## src/rtl/mc_seq_pkg.sv

```systemverilog
// Shared types and constants for the multi-cycle phase sequencer.
// Holds the state encodings, PC source selects and the opcode values the bench decodes.
package mc_seq_pkg;

  typedef enum logic [2:0] {
    ST_FETCH  = 3'd0,
    ST_DECODE = 3'd1,
    ST_EXEC   = 3'd2,
    ST_MEM    = 3'd3,
    ST_WB     = 3'd4,
    ST_FAULT  = 3'd7
  } state_e;

  localparam logic [1:0] PC_PLUS4  = 2'b00;
  localparam logic [1:0] PC_BRANCH = 2'b01;
  localparam logic [1:0] PC_JUMP   = 2'b10;

  localparam logic [5:0] OP_R    = 6'h00;
  localparam logic [5:0] OP_J    = 6'h02;
  localparam logic [5:0] OP_JAL  = 6'h03;
  localparam logic [5:0] OP_BEQ  = 6'h04;
  localparam logic [5:0] OP_BNE  = 6'h05;
  localparam logic [5:0] OP_SLTI = 6'h0A;
  localparam logic [5:0] OP_LW   = 6'h23;
  localparam logic [5:0] OP_SW   = 6'h2B;

  // FETCH and MEM are the only states that wait on memory.
  function automatic logic is_wait_state(input state_e s);
    return (s == ST_FETCH) || (s == ST_MEM);
  endfunction

endpackage

```

## src/rtl/mc_sequencer_mem_wait_timer.sv

```systemverilog
// Saturating 8-bit wait-cycle counter for memory handshakes.
// expired flags the cycle in which the LIMIT-th consecutive wait is being counted.
module mem_wait_timer #(
  parameter int unsigned LIMIT = 8
) (
  input  logic clock,
  input  logic resetn,
  input  logic clear,
  input  logic count,
  output logic expired
);

  localparam logic [7:0] LIMIT_M1 = 8'(LIMIT - 1);

  logic [7:0] cnt_q;
  logic [7:0] cnt_d;

  always_comb begin
    cnt_d = cnt_q;
    if (clear) begin
      cnt_d = 8'd0;
    end else if (count && (cnt_q != 8'hFF)) begin
      cnt_d = cnt_q + 8'd1;
    end
  end

  // cnt_q holds the waits already seen, so the current wait is number cnt_q+1.
  assign expired = count && (cnt_q >= LIMIT_M1);

  always_ff @(posedge clock) begin
    if (!resetn) begin
      cnt_q <= 8'd0;
    end else begin
      cnt_q <= cnt_d;
    end
  end

endmodule

```

## src/rtl/mc_sequencer.sv

```systemverilog
// Multi-cycle FETCH/DECODE/EXEC/MEM/WB sequencer for the MIPS multi-cycle CPU.
// Drives PC/IR/memory/register-file enables, handles memory waits and counts retirements.
module mc_sequencer
  import mc_seq_pkg::*;
#(
  parameter int unsigned MEM_TIMEOUT = 8,
  parameter int unsigned CNT_W       = 16
) (
  input  logic             clock,
  input  logic             resetn,
  input  logic             cu_regwrite,
  input  logic             cu_memrd,
  input  logic             cu_memwr,
  input  logic             cu_branch,
  input  logic             cu_bne,
  input  logic             cu_jnot,
  input  logic             cu_sijal,
  input  logic             zero,
  input  logic             mem_ready,
  output logic             ir_write,
  output logic             pc_write,
  output logic [1:0]       pc_src,
  output logic             iord,
  output logic             mem_rd,
  output logic             mem_wr,
  output logic             reg_write,
  output logic [2:0]       state,
  output logic             instr_done,
  output logic [CNT_W-1:0] instr_count,
  output logic             fault
);

  state_e           state_q;
  state_e           state_d;
  logic [CNT_W-1:0] count_q;
  logic [CNT_W-1:0] count_d;
  logic             retire;
  logic             timer_count;
  logic             timer_clear;
  logic             timer_expired;

  assign timer_count = is_wait_state(state_q) && !mem_ready;
  assign timer_clear = !timer_count || (state_d != state_q);

  mem_wait_timer #(
    .LIMIT(MEM_TIMEOUT)
  ) u_timer (
    .clock  (clock),
    .resetn (resetn),
    .clear  (timer_clear),
    .count  (timer_count),
    .expired(timer_expired)
  );

  always_comb begin
    state_d   = state_q;
    ir_write  = 1'b0;
    pc_write  = 1'b0;
    pc_src    = PC_PLUS4;
    iord      = 1'b0;
    mem_rd    = 1'b0;
    mem_wr    = 1'b0;
    reg_write = 1'b0;
    retire    = 1'b0;

    case (state_q)
      ST_FETCH: begin
        mem_rd = 1'b1;
        if (mem_ready) begin
          ir_write = 1'b1;
          pc_write = 1'b1;
          state_d  = ST_DECODE;
        end else if (timer_expired) begin
          state_d = ST_FAULT;
        end
      end
      ST_DECODE: begin
        if (!cu_jnot) begin
          pc_write  = 1'b1;
          pc_src    = PC_JUMP;
          reg_write = cu_sijal;
          retire    = 1'b1;
        end else begin
          state_d = ST_EXEC;
        end
      end
      ST_EXEC: begin
        if (cu_branch) begin
          pc_write = zero;
          pc_src   = PC_BRANCH;
          retire   = 1'b1;
        end else if (cu_bne) begin
          pc_write = ~zero;
          pc_src   = PC_BRANCH;
          retire   = 1'b1;
        end else if (cu_memrd || cu_memwr) begin
          state_d = ST_MEM;
        end else if (cu_regwrite) begin
          state_d = ST_WB;
        end else begin
          retire = 1'b1;
        end
      end
      ST_MEM: begin
        iord   = 1'b1;
        mem_rd = cu_memrd;
        mem_wr = cu_memwr & ~cu_memrd;
        if (mem_ready) begin
          if (cu_memrd) begin
            state_d = ST_WB;
          end else begin
            retire = 1'b1;
          end
        end else if (timer_expired) begin
          state_d = ST_FAULT;
        end
      end
      ST_WB: begin
        reg_write = 1'b1;
        retire    = 1'b1;
      end
      ST_FAULT: begin
        state_d = ST_FAULT;
      end
      default: begin
        state_d = ST_FAULT;
      end
    endcase

    if (retire) begin
      state_d = ST_FETCH;
    end

    // Reset is synchronous, so the enables are masked combinationally while it is held.
    if (!resetn) begin
      ir_write  = 1'b0;
      pc_write  = 1'b0;
      pc_src    = PC_PLUS4;
      iord      = 1'b0;
      mem_rd    = 1'b0;
      mem_wr    = 1'b0;
      reg_write = 1'b0;
      retire    = 1'b0;
    end
  end

  assign count_d = count_q + CNT_W'(retire);

  always_ff @(posedge clock) begin
    if (!resetn) begin
      state_q <= ST_FETCH;
      count_q <= '0;
    end else begin
      state_q <= state_d;
      count_q <= count_d;
    end
  end

  assign state       = state_q;
  assign instr_done  = retire;
  assign instr_count = count_q;
  assign fault       = (state_q == ST_FAULT);

endmodule
```

## config.mk

```make
export PLATFORM = sky130hd
export DESIGN_NAME = mc_sequencer
export DESIGN_NICKNAME = d
export VERILOG_FILES = /design/src/rtl/mc_seq_pkg.sv /design/src/rtl/mc_sequencer_mem_wait_timer.sv /design/src/rtl/mc_sequencer.sv
export SDC_FILE = /design/constraint.sdc
export NUM_CORES = 1
export LEC_CHECK = 0
export ABC_AREA = 1
export CORE_ASPECT_RATIO = 0.7
export CORE_MARGIN = 2
export CORE_UTILIZATION = 45
export CTS_CLUSTER_DIAMETER = 100
export CTS_CLUSTER_SIZE = 14
export DETAILED_ROUTE_END_ITERATION = 12
export PLACE_DENSITY_LB_ADDON = 0.08
export SYNTH_ARGS = -nofsm -noshare
export SYNTH_HDL_FRONTEND = slang
export SYNTH_SLANG_ARGS = --single-unit
```

## constraint.sdc

```tcl
create_clock -name clock -period 2.79 [get_ports clock]
set_input_delay 0.558 -clock clock [delete_from_list [all_inputs] [get_ports clock]]
set_output_delay 0.558 -clock clock [all_outputs]
set_load 0.01 [all_outputs]
```

==> results of run 1 <==
## kinds of logic after synthesis
logic type,after synthesis
buffers and inverters,29
xor gates and xnor gates,7
AOI/OAI and AO/OA,26
adders and majority gates,3
DFF,27
other,1
and+or+nand+nor,123
## final timing paths
path	end	cells past startpoint
max reg2reg	instr_count[10]	14
max	pc_write	5
min reg2reg	instr_count[14]	2
min	instr_count[14]	2
## routing by layer
| layer | GRT usage (%) | up-vias |
|---|---|---|
| met2 | 29.09 | 34 |
| li1 | - | 793 |
| met3 | 4.651 | 5 |
| met1 | 28.74 | 637 |
| met5 | 0 | - |
| met4 | 5.556 | 0 |
## registers in the layout (all words and copies together) (netlist names)
register and count:
instr_count 16, u_timer.cnt_q 8, state 3
## worst register-to-register path, delay by kind of cell (launching register included)
kind            cells  cell delay [ns]
compound gates      2             0.16
fa+ha+maj           2             0.34
buf+inv             1             0.07
flops               1             0.54
simple gates        9             1.15
## report_power, final
group	switching, mW	internal, mW
logic	0.295	0.249
registers	0.0516	0.417
clock network	0.122	0.100
## area by class of cell
cell class              count  area share [%]
clock inverters             1          0.2472
inverters                  26           4.821
well taps                  38           2.349
repair buffers             47           22.37
clock buffers               3           2.040
flip-flops and latches     27           26.70
multi-input cells         163           41.47
## what timing repair did
action                                  CTS  global route
resized for setup                         0             2
hold buffers                              0             0
endpoints found under the setup margin    0             1
## through the flow
stage	instances	setup slack (ns)	TNS [ns]	instance area [sq um]
after floorplan	219	0.5246	0	1490
after global placement	301	0.08192	0	1973
after detailed placement	301	-0.004319	-0.004319	1973
after CTS	305	0.01391	0	2019
after global routing	305	0.02092	0	2024
final	305	0.07876	0	2024
## placed cells by master (no fill, tap or decap)
cell / count
nand3b_1: 1
nand2_2: 5
o21ai_0: 10
nand3_1: 14
nor3_2: 1
a21oi_1: 13
nor2_2: 3
nor3b_1: 1
and2_1: 1
ha_1: 3
or2_0: 2
clkdlybuf4s50_1: 38
buf_4: 8
a31oi_1: 1
nor4_1: 1
nand3_2: 3
clkinv_2: 1
o21ai_1: 1
dfxtp_1: 27
nand2_4: 1
nand2_1: 40
o31a_2: 1
xor2_1: 5
nor3_1: 8
dlymetal6s2s_1: 1
clkbuf_8: 3
nor2_1: 34
inv_2: 1
nand4_1: 6
nor2_4: 2
inv_1: 25
xnor2_1: 2
conb_1: 4
==> impl_metrics.csv, run 1 <==
group,metric,value,unit
hold_path,hold_path_class,"reg2reg",
sta,hold_viol_final,0,
synth,synth_fa_ha_area_share,2.538,%
cts,root_buffer,"clkbuf_8",
pwr,power.total,1.235,mW
finish,multi_input_area,839.6,sq um
placement,port_buffers,39,
pwr,powerDensity,610.2,nW/um^2
synth,avgSynthCellArea,6.847,sq um
drt,drc,0,
pwr,p_leak,0.8327,nW
drt,routedLengthMet1,1779,microns
worst_setup_path,path_cells,"clkdlybuf4s50_1, nor2_2, o31a_2, a21oi_1, clkdlybuf4s50_1",
drt,vias_per_cell,4.816,
sta,holdWs,0.4768,ns
worst_setup_path,required,2.23,ns
floorplan,die_x,72.52,microns
synth,synth.top_cell.area_share,36.55,%
worst_setup_path,max_stage_delay,0.54,ns
cts,path_clk_slew,0.09,ns
worst_setup_path,start_kind,"input port",
sta,period_minus_slack,2.711,ns
synth,synth_top_area_cell,"dfxtp_1",
synth,synth_commonest_cells,"nand2_1, nor2_1, dfxtp_1",
synth,synth-compound-area-share,9.222,%
cts,clkSinkCount,27,
job,max-cap-violations,0,
worst_setup_path,r2r_setup_slack,0.44,ns
worst_setup_path,timing.rr.start,"state[0]",
drt,vias,1469,
synth,synth_xor_area_share,4.146,%
floorplan,initial_core_util,46.98,%
synth,ys_types,30,
global_routing,grt_pass1_vias,1328,
sta,finClkSkew,0.003032,ns
finish,area_delta_synth_final,36.89,%
drt,wl_met3,203,microns
synth,ys.flop_type,"dfxtp_1",
worst_setup_path,critical-path-top-delay-family,"buffers and inverters",
global_routing,grt_max_degree,16,
sta,finalCritPeriodShare,97.18,%
worst_setup_path,worstSetupPathType,"in2out",
worst_setup_path,cp.arrival,2.15,ns
finish,drive_gt1_share,10.86,%
synth,ys.warnings.count,0,
finish,register_area,540.5,sq um
cts,htree_levels,1,
synth,synth_edf_count,0,
worst_setup_path,crit_buf_inv,2,
synth,async_reset_ff_share,0,%
drt,routedWlPerCell,11.11,microns
drt,highest_layer,"met4",
worst_setup_path,end_kind,"output pin",
floorplan,die_h,51.97,microns
global_routing,antenna_found_initial,0,
finish,nets,282,
finish,nFillCells,302,
cts,clk_latency,0.27,ns
drt,ant_nets,0,
drt,route.met2.wl,1369,microns
cts,cts_buffer_depth,2,
finish,fin_util,64.31,%
synth,yosys-top-cells-area,"dfxtp_1, nand2_1, nor2_1, inv_1, nand3_1",
synth,netlist_area,1479,sq um
synth,synthMostInstantiatedCell,"nand2_1",
global_routing,grt_overflow,0,
placement,dp_hpwl,2679,microns
global_routing,grt.total_usage,19.79,%
finish,diodes,0,
cts,cts_tree,"done",
worst_setup_path,critPathSlowestCell,"clkdlybuf4s50_1",
status,status,"finished, final reports clean",
sta,drv_slew,0,
drt,dr.pass1.iters,4,
floorplan,dieArea,3769,sq um
floorplan,ios,40,
sta,finalSetupViolCount,0,
worst_setup_path,cp_common_cell,"clkdlybuf4s50_1",
synth,synth_top_family_by_area,"simple AND/OR/NAND/NOR gates",
worst_setup_path,crit_start,"cu_branch",
drt,routed_wl,3389,microns
cts,post-cts-setup-buffers,0,
synth,synth_mux_area_share,0,%
worst_setup_path,crit_fanout,4,
synth,syn_inst,216,
floorplan,core,3148,sq um
sta,fmax,0.3688,GHz
synth,synth_simple_gate_area_share,39.68,%
sta,rsz0062_at_grt,"false",
drt,drt_iter0_markers,71,
placement,gp_congestion,0.8901,
cts,cts_buffers,3,
pwr,ir_drop,0.2944,mV
global_routing,grt_pass1_wl,5830,microns
hold_path,hold_start,"instr_count[14]",
synth,yosysSeqAreaShare,36.55,%
floorplan,rows,17,
synth,synth_seq_cells,27,
Note: power is estimated with default switching activity, not from simulation.
==> inputs of run 2 (changes only) <==
Settings changed: CORE_UTILIZATION 45 to 30, CTS_CLUSTER_DIAMETER 100 to default.
==> run 2 against run 1 <==
Critical endpoint unchanged. Wire length up 7.9%. Setup slack worse by 0.013 ns. Clock power down 2%. Final area up 4.0%.
==> impl_metrics.csv, run 2 (synthesis gave the netlist of run 1 again) <==
group,metric,value,unit
status,status,"finished, final reports clean",
finish,largest_reg_flops,16,
cts,clkSinkCount,27,
cts,ctsHoldBuffers,0,
sta,tns,0,ns
drt,vias_per_cell,4.328,
cts,cts_buffer_depth,2,
floorplan,die_x,87.92,microns
finish,nFillCells,505,
worst_setup_path,cp_common_cell,"clkdlybuf4s50_1",
finish,stdcell_area,2105,sq um
sta,drv_slew,0,
sta,fin_ws,0.06594,ns
pwr,ir_drop,0.1853,mV
sta,finClkSkew,0.006070,ns
global_routing,grt.total_usage,13.54,%
placement,gp_congestion,0.7891,
worst_setup_path,rr_worst_depth,14,
finish,area_delta_synth_final,42.30,%
floorplan,ios,40,
finish,diodes,0,
drt,vias,1476,
finish,final_common_cell,"nand2_1",
hold_path,hold_start,"instr_count[14]",
job,max-cap-violations,0,
drt,dr.pass1.iters,4,
cts,cts_buffers,3,
floorplan,dieArea,5517,sq um
pwr,power.total,1.239,mW
sta,fmax,0.3671,GHz
placement,dpl_cell_area,2049,sq um
global_routing,grt_pass1_vias,1259,
global_routing,grt_overflow,0,
finish,nets,287,
worst_setup_path,cp.arrival,2.17,ns
finish,multi_input_area,844.6,sq um
sta,finalCritPeriodShare,97.64,%
worst_setup_path,timing.rr.start,"state[0]",
worst_setup_path,end_kind,"output pin",
global_routing,grt_pass1_wl,5934,microns
global_routing,antenna_found_initial,0,
drt,ant_nets,0,
floorplan,die_h,62.75,microns
worst_setup_path,crit_fanout,4,
floorplan,initial_core_util,31.10,%
drt,drc,0,
cts,htree_levels,1,
cts,root_buffer,"clkbuf_8",
worst_setup_path,required,2.23,ns
sta,holdWs,0.4742,ns
cts,path_clk_slew,0.09,ns
drt,routed_wl,3656,microns
global_routing,grt_max_degree,15,
drt,drt_iter0_markers,88,
sta,rsz0062_at_grt,"false",
worst_setup_path,critPathSlowestCell,"clkdlybuf4s50_1",
pwr,powerDensity,588.8,nW/um^2
pwr,p_leak,0.8561,nW
finish,layout_common_cells,"nand2_1, clkdlybuf4s50_1, nor2_1",
hold_path,min_path_cells,2,
hold_path,hold_path_class,"reg2reg",
worst_setup_path,critical-path-top-delay-family,"buffers and inverters",
placement,port_buffers,39,
drt,routedWlPerCell,10.72,microns
worst_setup_path,start_kind,"input port",
worst_setup_path,crit_buf_inv,2,
worst_setup_path,max_stage_delay,0.54,ns
worst_setup_path,r2r_setup_slack,0.37,ns
placement,pre_cts_slack,-0.02909,ns
sta,finalSetupViolCount,0,
sta,period_minus_slack,2.724,ns
worst_setup_path,worstSetupPathType,"in2out",
finish,register_area,540.5,sq um
finish,drive_gt1_share,12.13,%
sta,hold_viol_final,0,
floorplan,core,4756,sq um
cts,clk_latency,0.27,ns
floorplan,rows,21,
hold_path,holdPathEnd,"instr_count[14]",
placement,dp_hpwl,2908,microns
worst_setup_path,r2r_end,"instr_count[10]",
cts,cts_tree,"done",
worst_setup_path,path_cells,"clkdlybuf4s50_1, nor2_4, o31a_2, a21oi_1, clkdlybuf4s50_1",
-- run 2: area by class of cell --
| class | instances | share of cell area [%] |
|---|---|---|
| clock buffer | 4 | 2.140 |
| inverter | 26 | 4.637 |
| multi-input combinational | 163 | 40.13 |
| sequential | 27 | 25.68 |
| tap | 69 | 4.102 |
| timing repair buffer | 52 | 23.31 |
-- run 2: stage by stage --
stage	utilization [%]	cells
6_report	44.25	341
2_1_floorplan	-	219
3_3_place_gp	43.09	337
3_5_place_dp	43.09	337
4_1_cts	44.09	341
5_1_grt	44.25	341
-- run 2: per-layer routing --
metal  routed length, microns  track usage, %  up-vias  part of all wire (%)
li1                         -               -      805                     -
met1                     2015           21.71      643                    55
met2                     1448           17.80       26                    40
met3                      176           3.699        2                   4.8
met4                       16           2.308        0                  0.44
met5                        0               0        -                     0
-- run 2: worst max path at each step --
stage | from | endpoint | slack [ns] | cells after the start
after detailed placement | cu_branch | instr_count[10] | -0.03 | 15
after floorplan | cu_memrd | instr_count[10] | 0.52 | 15
after CTS | cu_branch | instr_done | 0.06 | 8
final | cu_branch | pc_write | 0.07 | 5
after global routing | cu_branch | pc_write | 0.0006 | 5
after global placement | cu_branch | instr_count[10] | 0.01 | 15
-- run 2: worst register-to-register path, stage by stage, from the launching register on --
cell	delay [ns]
dfxtp_1	0.56
nand2_2	0.15
nor2_4	0.15
nand3_1	0.12
nand2_1	0.11
o21ai_0	0.07
inv_1	0.08
ha_1	0.17
ha_1	0.17
nand2_1	0.08
nor2_1	0.22
nand2_1	0.12
nor3_1	0.18
o21ai_0	0.10
nor2_1	0.09
-- run 2: power by group --
group,total [mW],switching (mW),internal (mW)
Sequential,0.469,0.0517,0.417
Combinational,0.552,0.301,0.251
Clock,0.218,0.116,0.102
-- run 2: timing repair --
item	in CTS	in global routing
endpoints found under the setup margin	1	1
cloned	0	0
gates resized for setup	1	2
pin swaps	0	1
setup buffers	0	0
